**config.mk**
```make
export PLATFORM = sky130hd
export DESIGN_NAME = mmio_bus_gpio
export DESIGN_NICKNAME = d
export VERILOG_FILES = /design/src/rtl/riscv_bus_pkg.sv /design/src/rtl/gpio_sync_edge.sv /design/src/rtl/mmio_bus_gpio.sv
export SDC_FILE = /design/constraint.sdc
export NUM_CORES = 1
export LEC_CHECK = 0
export ABC_AREA = 1
export ABC_CLOCK_PERIOD_IN_PS = 4320
export BUFFER_PORTS_ARGS = -buffer_cell sky130_fd_sc_hd__buf_2
export CAP_MARGIN = 5
export CORE_MARGIN = 8
export CORE_UTILIZATION = 29
export CTS_CLUSTER_DIAMETER = 120
export CTS_CLUSTER_SIZE = 8
export DETAILED_ROUTE_END_ITERATION = 16
export GPL_TIMING_DRIVEN = 0
export SKIP_CTS_REPAIR_TIMING = 1
export SLEW_MARGIN = 20
export SYNTH_ARGS = -nofsm -noshare
export SYNTH_HDL_FRONTEND = slang
export SYNTH_SLANG_ARGS = --single-unit
export TNS_END_PERCENT = 100
```
**constraint.sdc**
```tcl
create_clock -name clk -period 4.32 [get_ports clk]
set_clock_uncertainty 0.2 [all_clocks]
set_input_delay 0.648 -clock clk [delete_from_list [all_inputs] [get_ports clk]]
set_output_delay 0.648 -clock clk [all_outputs]
set_load 0.02 [all_outputs]
```
**src/rtl/riscv_bus_pkg.sv**
```systemverilog
// Shared types and address-decode helpers for the core bus bridge and its GPIO block.
// Pure declarations: no latency, no backpressure.
package riscv_bus_pkg;

   typedef enum logic [1:0] {
      ST_IDLE,
      ST_MEM_WAIT,
      ST_RESP
   } bus_state_t;

   typedef enum logic [1:0] {
      RGN_NONE,
      RGN_MEM,
      RGN_GPIO
   } region_t;

   // Word index of each register inside a channel's 16-byte window.
   localparam logic [1:0] GPIO_REG_OUT  = 2'd0;
   localparam logic [1:0] GPIO_REG_IN   = 2'd1;
   localparam logic [1:0] GPIO_REG_PEND = 2'd2;
   localparam logic [1:0] GPIO_REG_IEN  = 2'd3;

   localparam int GPIO_STRIDE = 16;

   // Wide arithmetic so base+size can never wrap for a 32-bit bus.
   function automatic region_t decode_region(
      input logic [63:0] addr,
      input logic [63:0] mem_base,
      input logic [63:0] mem_bytes,
      input logic [63:0] gpio_base,
      input logic [63:0] gpio_bytes
   );
      if (addr >= mem_base && addr < mem_base + mem_bytes)
         return RGN_MEM;
      else if (addr >= gpio_base && addr < gpio_base + gpio_bytes)
         return RGN_GPIO;
      else
         return RGN_NONE;
   endfunction

endpackage

```
**src/rtl/gpio_sync_edge.sv**
```systemverilog
// One GPIO channel: 2-flop synchroniser plus rising-edge detect; rise is valid 2 cycles after the pin.
// No handshake; pins are sampled every cycle.
module gpio_sync_edge #(
   parameter int GPIO_WIDTH = 8
) (
   input  logic                  clk,
   input  logic                  reset,
   input  logic [GPIO_WIDTH-1:0] pins,
   output logic [GPIO_WIDTH-1:0] sync,
   output logic [GPIO_WIDTH-1:0] rise
);

   logic [GPIO_WIDTH-1:0] meta_q;
   logic [GPIO_WIDTH-1:0] sync_q;
   logic [GPIO_WIDTH-1:0] prev_q;

   always_ff @(posedge clk) begin
      if (reset) begin
         meta_q <= '0;
         sync_q <= '0;
         prev_q <= '0;
      end else begin
         meta_q <= pins;
         sync_q <= meta_q;
         prev_q <= sync_q;
      end
   end

   assign sync = sync_q;
   assign rise = sync_q & ~prev_q;

endmodule

```
**src/rtl/mmio_bus_gpio.sv**
```systemverilog
// Core-to-memory bus bridge with on-bus GPIO; GPIO/unmapped complete in 1 cycle, memory in MEM_LATENCY+2.
// Core holds req_i until the one-cycle ready_o pulse; one transaction in flight at a time.
module mmio_bus_gpio
   import riscv_bus_pkg::*;
#(
   parameter int                    DATA_WIDTH    = 32,
   parameter int                    MEMORY_DEPTH  = 32,
   parameter logic [DATA_WIDTH-1:0] MEM_BASE      = 32'h1001_0000,
   parameter logic [DATA_WIDTH-1:0] GPIO_BASE     = 32'h1002_0000,
   parameter int                    GPIO_WIDTH    = 8,
   parameter int                    GPIO_CHANNELS = 2,
   parameter int                    MEM_LATENCY   = 1
) (
   input  logic                                clk,
   input  logic                                reset,
   input  logic                                req_i,
   input  logic                                we_i,
   input  logic [DATA_WIDTH-1:0]               addr_i,
   input  logic [DATA_WIDTH-1:0]               wdata_i,
   output logic [DATA_WIDTH-1:0]               rdata_o,
   output logic                                ready_o,
   output logic                                err_o,
   output logic [DATA_WIDTH-1:0]               mem_addr_o,
   output logic [DATA_WIDTH-1:0]               mem_wdata_o,
   output logic                                mem_we_o,
   input  logic [DATA_WIDTH-1:0]               mem_rdata_i,
   input  logic [GPIO_CHANNELS*GPIO_WIDTH-1:0] gpio_in_i,
   output logic [GPIO_CHANNELS*GPIO_WIDTH-1:0] gpio_out_o,
   output logic                                irq_o
);

   localparam int CH_W = (GPIO_CHANNELS > 1) ? $clog2(GPIO_CHANNELS) : 1;

   bus_state_t state_q, state_d;
   logic [3:0] cnt_q, cnt_d;
   logic first_q, first_d;
   logic err_q, err_d;
   logic we_q;
   logic latch;
   logic [DATA_WIDTH-1:0] addr_q, wdata_q;
   logic [DATA_WIDTH-1:0] rdata_q, rdata_d;

   logic [GPIO_CHANNELS-1:0][GPIO_WIDTH-1:0] out_q, out_d;
   logic [GPIO_CHANNELS-1:0][GPIO_WIDTH-1:0] ien_q, ien_d;
   logic [GPIO_CHANNELS-1:0][GPIO_WIDTH-1:0] pend_q, pend_d, pend_clr;
   logic [GPIO_CHANNELS-1:0][GPIO_WIDTH-1:0] sync_v, rise_v;
   logic [GPIO_CHANNELS*GPIO_WIDTH-1:0]      irq_vec;
   logic                                     irq_q;

   region_t          rgn;
   logic [CH_W-1:0]  ch_sel;
   logic [1:0]       reg_sel;
   logic             gpio_acc;
   logic [GPIO_WIDTH-1:0] gpio_rd;

   for (genvar k = 0; k < GPIO_CHANNELS; k++) begin : g_ch
      gpio_sync_edge #(.GPIO_WIDTH(GPIO_WIDTH)) u_sync (
         .clk  (clk),
         .reset(reset),
         .pins (gpio_in_i[k*GPIO_WIDTH +: GPIO_WIDTH]),
         .sync (sync_v[k]),
         .rise (rise_v[k])
      );
   end

   assign rgn = decode_region(64'(addr_i), 64'(MEM_BASE), 64'(4 * MEMORY_DEPTH),
                              64'(GPIO_BASE), 64'(GPIO_STRIDE * GPIO_CHANNELS));
   assign ch_sel   = CH_W'((addr_i - GPIO_BASE) >> 4);
   assign reg_sel  = 2'((addr_i - GPIO_BASE) >> 2);
   assign gpio_acc = (state_q == ST_IDLE) && req_i && (rgn == RGN_GPIO);

   always_comb begin
      gpio_rd = '0;
      case (reg_sel)
         GPIO_REG_OUT:  gpio_rd = out_q[ch_sel];
         GPIO_REG_IN:   gpio_rd = sync_v[ch_sel];
         GPIO_REG_PEND: gpio_rd = pend_q[ch_sel];
         GPIO_REG_IEN:  gpio_rd = ien_q[ch_sel];
         default:       gpio_rd = '0;
      endcase
   end

   // A fresh edge outranks a same-cycle W1C so no event is lost.
   always_comb begin
      out_d    = out_q;
      ien_d    = ien_q;
      pend_clr = '0;
      if (gpio_acc && we_i) begin
         case (reg_sel)
            GPIO_REG_OUT:  out_d[ch_sel]    = wdata_i[GPIO_WIDTH-1:0];
            GPIO_REG_PEND: pend_clr[ch_sel] = wdata_i[GPIO_WIDTH-1:0];
            GPIO_REG_IEN:  ien_d[ch_sel]    = wdata_i[GPIO_WIDTH-1:0];
            default: ;
         endcase
      end
      pend_d  = (pend_q & ~pend_clr) | rise_v;
      irq_vec = pend_d & ien_d;
   end

   always_comb begin
      state_d = state_q;
      cnt_d   = cnt_q;
      first_d = 1'b0;
      err_d   = err_q;
      rdata_d = rdata_q;
      latch   = 1'b0;
      case (state_q)
         ST_IDLE: begin
            if (req_i) begin
               err_d   = 1'b0;
               rdata_d = '0;
               case (rgn)
                  RGN_GPIO: begin
                     rdata_d = we_i ? '0 : DATA_WIDTH'(gpio_rd);
                     state_d = ST_RESP;
                  end
                  RGN_MEM: begin
                     latch   = 1'b1;
                     cnt_d   = 4'(MEM_LATENCY);
                     first_d = 1'b1;
                     state_d = ST_MEM_WAIT;
                  end
                  default: begin
                     err_d   = 1'b1;
                     state_d = ST_RESP;
                  end
               endcase
            end
         end
         ST_MEM_WAIT: begin
            if (cnt_q == 4'd0) begin
               rdata_d = we_q ? '0 : mem_rdata_i;
               state_d = ST_RESP;
            end else begin
               cnt_d = cnt_q - 4'd1;
            end
         end
         ST_RESP: state_d = ST_IDLE;
         default: state_d = ST_IDLE;
      endcase
   end

   always_ff @(posedge clk) begin
      if (reset) begin
         state_q <= ST_IDLE;
         cnt_q   <= '0;
         first_q <= 1'b0;
         err_q   <= 1'b0;
         we_q    <= 1'b0;
         addr_q  <= '0;
         wdata_q <= '0;
         rdata_q <= '0;
         out_q   <= '0;
         ien_q   <= '0;
         pend_q  <= '0;
         irq_q   <= 1'b0;
      end else begin
         state_q <= state_d;
         cnt_q   <= cnt_d;
         first_q <= first_d;
         err_q   <= err_d;
         rdata_q <= rdata_d;
         if (latch) begin
            addr_q  <= addr_i;
            wdata_q <= wdata_i;
            we_q    <= we_i;
         end
         out_q  <= out_d;
         ien_q  <= ien_d;
         pend_q <= pend_d;
         irq_q  <= |irq_vec;
      end
   end

   assign ready_o     = (state_q == ST_RESP);
   assign rdata_o     = ready_o ? rdata_q : '0;
   assign err_o       = ready_o & err_q;
   assign mem_we_o    = (state_q == ST_MEM_WAIT) & first_q & we_q;
   assign mem_addr_o  = addr_q;
   assign mem_wdata_o = wdata_q;
   assign gpio_out_o  = out_q;
   assign irq_o       = irq_q;

endmodule
```
# Word level (Yosys, flattened, before mapping)
# Index checks and enable logic that the tools add are counted.
# W data, S select, Z words.
[word_totals] reg_bits=202 latchBits=0 mem_bits_rw=0 romBits=0 elab_cells=107 n_memories=0
[op_classes] n_addsub=2 n_mul=0 n_div=0 order_cmp=6 eq_ne=11 shift=0 muxes=38 n_bitwise=12 reduce_logical=17
[ops] op="$mux W32" n=4
[ops] op="$mux W8" n=11
[ops] op="$ge A32 B29 Y1 const B" n=2
[ops] op="$lt A32 B29 Y1 const B" n=2
[ops] op="$mux W16" n=4
[ops] op="$pmux W32 S2" n=1
[ops] op="$and A16 B16 Y16" n=3
[ops] op="$bwmux W16" n=2
[ops] op="$pmux W8 S4" n=1
[ops] op="$and A8 B8 Y8" n=2
[ops] op="$not A16 Y16" n=1
[ops] op="$not A8 Y8" n=2
[ops] op="$or A16 B16 Y16" n=1
[ops] op="$reduce_or A16 Y1" n=1
[ops] op="$mux W4" n=3
[ops] op="$mux W2" n=5
[ops] op="$demux W8 S1" n=1
[ops] op="$eq A2 B2 Y1 const B" n=4
[ops] op="$pmux W4 S2" n=1
[ops] op="$eq A2 B1 Y1 const B" n=3
[ops] op="$logic_and A1 B1 Y1" n=6
[ops] op="$ne A2 B2 Y1 const B" n=3
[ops] op="$reduce_and A2 Y1" n=3
[ops] op="$sub A5 B1 Y5 const B" n=1
[ops] op="13 further kinds" n=19

# Depth between registers and ports, before layout
[depth] ltp_word=13 mapped_depth=18 ltp_nobuf=17

# Cells and area by module
# From an unflattened synthesis, not the netlist that was laid out.
[unflattened] cells_unflattened=1138 hier_area_um2=8403.1
[by_module_without_submodules] mod="mmio_bus_gpio" instances=1 cells_each=974 area_per_inst_um2=6976.7 seq_area_each_um2=3083.0
[by_module_without_submodules] mod="gpio_sync_edge" instances=2 cells_each=82 area_per_inst_um2=713.2 seq_area_each_um2=480.5

# Worst setup path after synthesis
# Ideal clock, no wire load.
[synth_path] path_type="input to register" startpoint="in addr_i[24]" endpoint="reg out_q (netlist bit gpio_out_o[13])" arrival_ns=2.050 slack_ns=1.928 cell_stages=14 n_path_buf=2 path_cell_list="nor2_1 -> nand2_1 -> clkinv_1 -> nand2_2 -> o21ai_4 -> inv_2 -> nor2_4 -> buf_6 -> nand2_1 -> inv_2 -> nand3_4 -> buf_6 -> nor2_1 -> a211oi_2"
[synth_via] elab_chain_cells=8 elab_cells_between_ends=12
[synth_rtl] element="start, declared" line_no="mmio_bus_gpio.sv:18" rtl="input logic [DATA_WIDTH-1:0] addr_i,"
[synth_rtl] element="$ge A32 B29 Y1 or $lt A32 B29 Y1 (tied branches)" line_no="riscv_bus_pkg.sv:35" rtl="else if (addr >= gpio_base && addr < gpio_base + gpio_bytes)"
[synth_rtl] element="$logic_and A1 B1 Y1" line_no="riscv_bus_pkg.sv:35"
[synth_rtl] element="$mux W2" line_no="riscv_bus_pkg.sv:35"
[synth_rtl] element="$mux W2 (*)" line_no="riscv_bus_pkg.sv:33" rtl="if (addr >= mem_base && addr < mem_base + mem_bytes)"
[synth_rtl] element="$eq A2 B2 Y1 (*)" line_no="mmio_bus_gpio.sv:70" rtl="assign gpio_acc = (state_q == ST_IDLE) && req_i && (rgn == RGN_GPIO);"
[synth_rtl] element="$logic_and A1 B1 Y1 (*)" line_no="mmio_bus_gpio.sv:70"
[synth_rtl] element="$logic_and A1 B1 Y1 (*)" line_no="mmio_bus_gpio.sv:88" rtl="if (gpio_acc && we_i) begin"
[synth_rtl] element="$reduce_and A2 Y1 (no line) (*)"
[synth_rtl] element="end signal, assigned" line_no="mmio_bus_gpio.sv:168" rtl="out_q <= out_d;"
[synth_rtl] element="end, declared" line_no="mmio_bus_gpio.sv:43" rtl="logic [GPIO_CHANNELS-1:0][GPIO_WIDTH-1:0] out_q, out_d;"
# Every way passes the cells marked *; elsewhere a longest branch is shown, timed or not.
# A chain may end at the register's enable or synchronous reset.

# Worst setup path in the final report
[layout_path] startpoint="reg state_q[1]" endpoint="reg irq_q (netlist: irq_o)"
[layout_via] elab_chain_cells=10 elab_cells_between_ends=11
[layout_rtl] element="start, declared" line_no="mmio_bus_gpio.sv:34" rtl="bus_state_t state_q, state_d;"
[layout_rtl] element="start signal, assigned" line_no="mmio_bus_gpio.sv:158" rtl="state_q <= state_d;"
[layout_rtl] element="$logic_not A2 Y1 (*)" line_no="mmio_bus_gpio.sv:70"
[layout_rtl] element="$logic_and A1 B1 Y1 (*) (2 in a row)" line_no="mmio_bus_gpio.sv:70"
[layout_rtl] element="$logic_and A1 B1 Y1 (*)" line_no="mmio_bus_gpio.sv:88"
[layout_rtl] element="$mux W16" line_no="mmio_bus_gpio.sv:88"
[layout_rtl] element="$not A16 Y16" line_no="mmio_bus_gpio.sv:96" rtl="pend_d = (pend_q & ~pend_clr) | rise_v;"
[layout_rtl] element="$and A16 B16 Y16" line_no="mmio_bus_gpio.sv:96"
[layout_rtl] element="$or A16 B16 Y16" line_no="mmio_bus_gpio.sv:96"
[layout_rtl] element="$and A16 B16 Y16 (*)" line_no="mmio_bus_gpio.sv:97" rtl="irq_vec = pend_d & ien_d;"
[layout_rtl] element="$reduce_or A16 Y1 (*)" line_no="mmio_bus_gpio.sv:171" rtl="irq_q <= |irq_vec;"
[layout_rtl] element="end signal, assigned" line_no="mmio_bus_gpio.sv:171"
[layout_rtl] element="end, declared" line_no="mmio_bus_gpio.sv:48" rtl="logic irq_q;"
# Marked as above.

==> results <==
- The switching part of the total is 26.1%.
- The fraction of power consumed by the clock network is 43.7%.
- The analysis attributes to net switching a power of about 1.2 mW.
- The final hold violation count is 0.
- The worst pin sits at a relative slew slack of roughly 47%.
- Using the TritonRoute via totals, the vias-per-cell ratio works out to 4.50.
- The worst-margin pin slew is about 0.79 ns.
- The DRC violation count after routing is 0.
- The final critical-path required period is 2.76 ns.
- The data required time at the worst endpoint is 4.52 ns.
- The maximum ir drop on the vdd rail is roughly 0.26 mV.
- The filler cell count in the final layout is 3062.
- The sink count of the clock tree is 202.
- Along the worst path, the maximum fanout reaches 10.
- Before antenna repair, the detailed router went through 5 iterations.
- The depth of the CTS H-tree is 1.
- The HPWL after detailed placement is 20.7 mm.
- The kind of end point of the critical path is a flip-flop.
- The x dimension of the die is 186 um.
- The initial antenna violation count is 3.
- The first global-routing pass estimated 41.9 mm of wire.
- The worst setup path is launched from a flip-flop.
- The dominant cell type by count on the critical path is sky130_fd_sc_hd__nand2_1.
- In the final routed layout, each cell accounts on average for 15.3 um.
- The flip-flop cell with the highest count after synthesis is sky130_fd_sc_hd__dfxtp_1.
- The layer flagged by global routing as most heavily used is met2.
- Among all cell types in the netlist, the one instantiated most often is sky130_fd_sc_hd__nor2_1.
- For met3 alone, demand over resource in global routing was 4.96%.
- The share of Yosys cell area claimed by the top area cell type is about half.
- The clock root buffer is sky130_fd_sc_hd__clkbuf_16.
- Yosys printed 0 warnings.
- The final number of max-transition violations came to 0.
- Synthesis produced a netlist whose cell count is approximately 1100.
- The total of endpoints with negative setup slack in the final report is 0.
- The floorplan step set the die height to around 190 um.
- The post-route netlist has between 20% and 30% of its cells at a drive strength greater than 1.
- The post-synthesis cell area is 8360 um^2.
- After layout, the worst path uses a little under two thirds of the clock period.
- Clock-pin slew was measured on the worst setup and hold paths at 0.05 ns.
- The worst stage delay on the critical path is 0.43 ns.
- The setup TNS after final layout is 0 ns.
- The met2 layer usage reported by global route is between 20% and 30%.
- The worst hold path passes through 3 cells.
- Derived from the worst setup path, the maximum achievable clock frequency is 0.362 GHz.
- Power spread over the standard cell area amounts to 416 nW/um^2.
- The signal on the critical path passes through nor2_1 > inv_2 > nor2_2 > inv_2 > nor2_4 > clkbuf_1 > nand3_1 > nand2_1 > nand2_1 > nand2_1 > nand2_1 > nor2_1 > nand2_1 > nor2_1 > nor2_1.
- After synthesis, the netlist uses 37 different library cells.
- Data on the critical path arrives at its endpoint at between 2 and 3 ns.
- The family with the most delay on the worst path is simple AND/OR/NAND/NOR gates.
- The run finished with clean final reports.
- For met1 alone, demand over resource in global routing was 19.7%.
- The via count of the first global-routing pass is 7862.
- For the worst flop-to-flop path, the logic depth is 15.
- The cell type of the slowest stage on the worst timing path is sky130_fd_sc_hd__clkbuf_1.
- The number of buffers created by CTS is 29.
- After layout, the design draws a total of 4.47 mW.
- For this run, the post-layout net count is ~1500.
- At the end of routability-driven placement, the weighted congestion stood at 0.842.
- In this run the tool buffered the top-level ports with between 200 and 250 buffer cells.
- The worst hold margin is 0.117 ns.
- The later pin in the worst-skew pair is clocked with a latency of between 0.5 and 0.6 ns.
- The initialized floorplan defines 62 standard-cell rows.
- The total routing resource utilization after global routing is 15.2%.
- Summed over all cells, the static leakage comes to 5.20 nW.
- The clock passes through at most 3 buffers.
- The share of total power dissipated in combinational logic is roughly an eighth.
- The count of vias placed by the detailed router is between 7000 and 8000.
- The post-detailed-routing wire length is approximately 27 mm.
- The number of maximum-capacitance violations is 0.
- The standard cell core area is 28500 um^2.
- After synthesis, the mean cell area works out to 7.45 um^2.
- The synthesized design spends more area on one cell type than any other, namely sky130_fd_sc_hd__dfxtp_1.
- Together, buffers and inverters on the worst path number 3.
- The count of nets left with antenna violations once routing finished came out at 0.
- For this run, the register share of the synthesized area comes to around half.
- The maximum number of pins on one net before global-route repair is 15.
- During I/O placement, the number of pins put on the boundary was approximately 230.
- The critical path crosses 15 cells after its start point.
- The die covers 34500 um^2.
- After synthesis, the most frequently instantiated cells are sky130_fd_sc_hd__nor2_1 (217), sky130_fd_sc_hd__dfxtp_1 (202), sky130_fd_sc_hd__inv_1 (166).
- The total nets after synthesis is 1241.
- The total overflow left after global routing is 0.
- The area growth from synthesis to layout is 28.4%.
- The number of synthesized register bits is between 200 and 250.
- TritonCTS built the clock tree.
- Cell internal power was estimated by the tool at approximately 3.3 mW.
- In this run, synthesis inferred 0 flip-flops with an integrated enable.
- The async set-or-reset flop fraction in the synthesized netlist is 0%.
- The number of violations reported at the end of detailed-routing iteration 0 is approximately 450.
- Setup repair after global routing left no endpoint under its margin.
- The part of the power in registers is 44.5%.
- The tightest min-delay check is of the in -> reg type.
- The starting utilization of the core area is 29.3%.
- The setup path with the least slack is of type reg -> reg.
- Sorting the synthesized cells by area gives the leading types as sky130_fd_sc_hd__dfxtp_1 (48%), sky130_fd_sc_hd__nor2_1 (9.7%), sky130_fd_sc_hd__inv_1 (7.4%).
-- flip-flops by register name, summed over array words and instances (netlist names) --
register,flops
mem_addr_o,32
mem_wdata_o,32
rdata_q,32
g_ch.u_sync.meta_q,16
g_ch.u_sync.prev_q,16
g_ch.u_sync.sync,16
gpio_out_o,16
ien_q,16
pend_q,16
cnt_q,4
state_q,2
err_q,1
first_q,1
irq_o,1
we_q,1
-- layer usage --
metal,part of all wire (%),vias up,routed length (um)
met5,0.093,-,25
met1,44,3565,11900
met2,44,265,11700
li1,-,4088,-
met3,9.4,45,2540
met4,2.7,4,729
-- cells by family (layout without fill, tap and decap cells) --
group | count (synthesis) | after routing | share of synthesized area [%]
AOI/OAI and AO/OA | 227 | 227 | 16.9
xor gates and xnor gates | 1 | 1 | 0.105
adders and majority gates | 2 | 2 | 0.299
buffers and inverters | 235 | 495 | 11.1
DFF | 202 | 202 | 48.3
other | 0 | 2 | 0
and+or+nand+nor | 456 | 456 | 23.2
-- power groups by stage --
stage                     Clock [mW]  Combinational, mW  Sequential (mW)
after floorplan                    0              0.324             2.03
after CTS                       2.01              0.533             1.99
after detailed placement           0              0.530             2.03
after global routing            2.08              0.595             1.99
after global placement             0              0.524             2.02
final                           1.95              0.528             1.99
-- layout by cell type, fill, tap and decap left out, drive strengths merged, types with 4 or more instances in the layout --
cell type  instances
o2111ai            4
inv              174
a211oi            44
a221oi             8
nand4             24
a22oi              8
dfxtp            202
a21oi             96
buf              246
nand2            143
clkbuf            73
o21ai             65
nand3             47
or2               16
nor2             222
-- stage by stage --
| stage | setup slack [ns] | instances | instance area (um^2) | utilization [%] |
|---|---|---|---|---|
| after floorplan | 1.93 | 1123 | 8360 | - |
| after global placement | 1.15 | 1736 | 9990 | 35.0 |
| after detailed placement | 1.08 | 1736 | 9990 | 35.0 |
| after CTS | 1.56 | 1767 | 10700 | 37.6 |
| after global routing | 1.35 | 1767 | 10700 | 37.6 |
| final | 1.56 | 1769 | 10700 | 37.6 |
-- cell type report --
cell class	count	area (um^2)	share of cell area, %
Clock inverter	2	17.5	0.163
Multi-Input combinational cell	686	3390	31.6
Clock buffer	29	726	6.76
Sequential cell	202	4040	37.7
Antenna cell	2	5.00	0.0466
Inverter	174	653	6.08
Tap cell	384	480	4.47
Buffer	61	278	2.59
Timing Repair Buffer	229	1150	10.7
-- worst register-to-register path, delay by kind of cell, from the launching register on --
family        cells  cell delay, ns
flops             1            0.32
buf+inv           3            0.56
simple gates     12            1.57
-- worst paths after layout --
check                                           start  slack (ns)                             endpoint
hold / removal                           gpio_in_i[7]        0.12  g_ch[0].u_sync.meta_q[7]$_SDFF_PP0_
setup / recovery              state_q[1]$_SDFFE_PP0P_        1.56                     irq_o$_SDFF_PP0_
setup reg to reg              state_q[1]$_SDFFE_PP0P_        1.56                     irq_o$_SDFF_PP0_
hold reg to reg   g_ch[1].u_sync.meta_q[2]$_SDFF_PP0_        0.20    g_ch[1].u_sync.sync[2]$_SDFF_PP0_
Power figures use the tool's default switching activity.
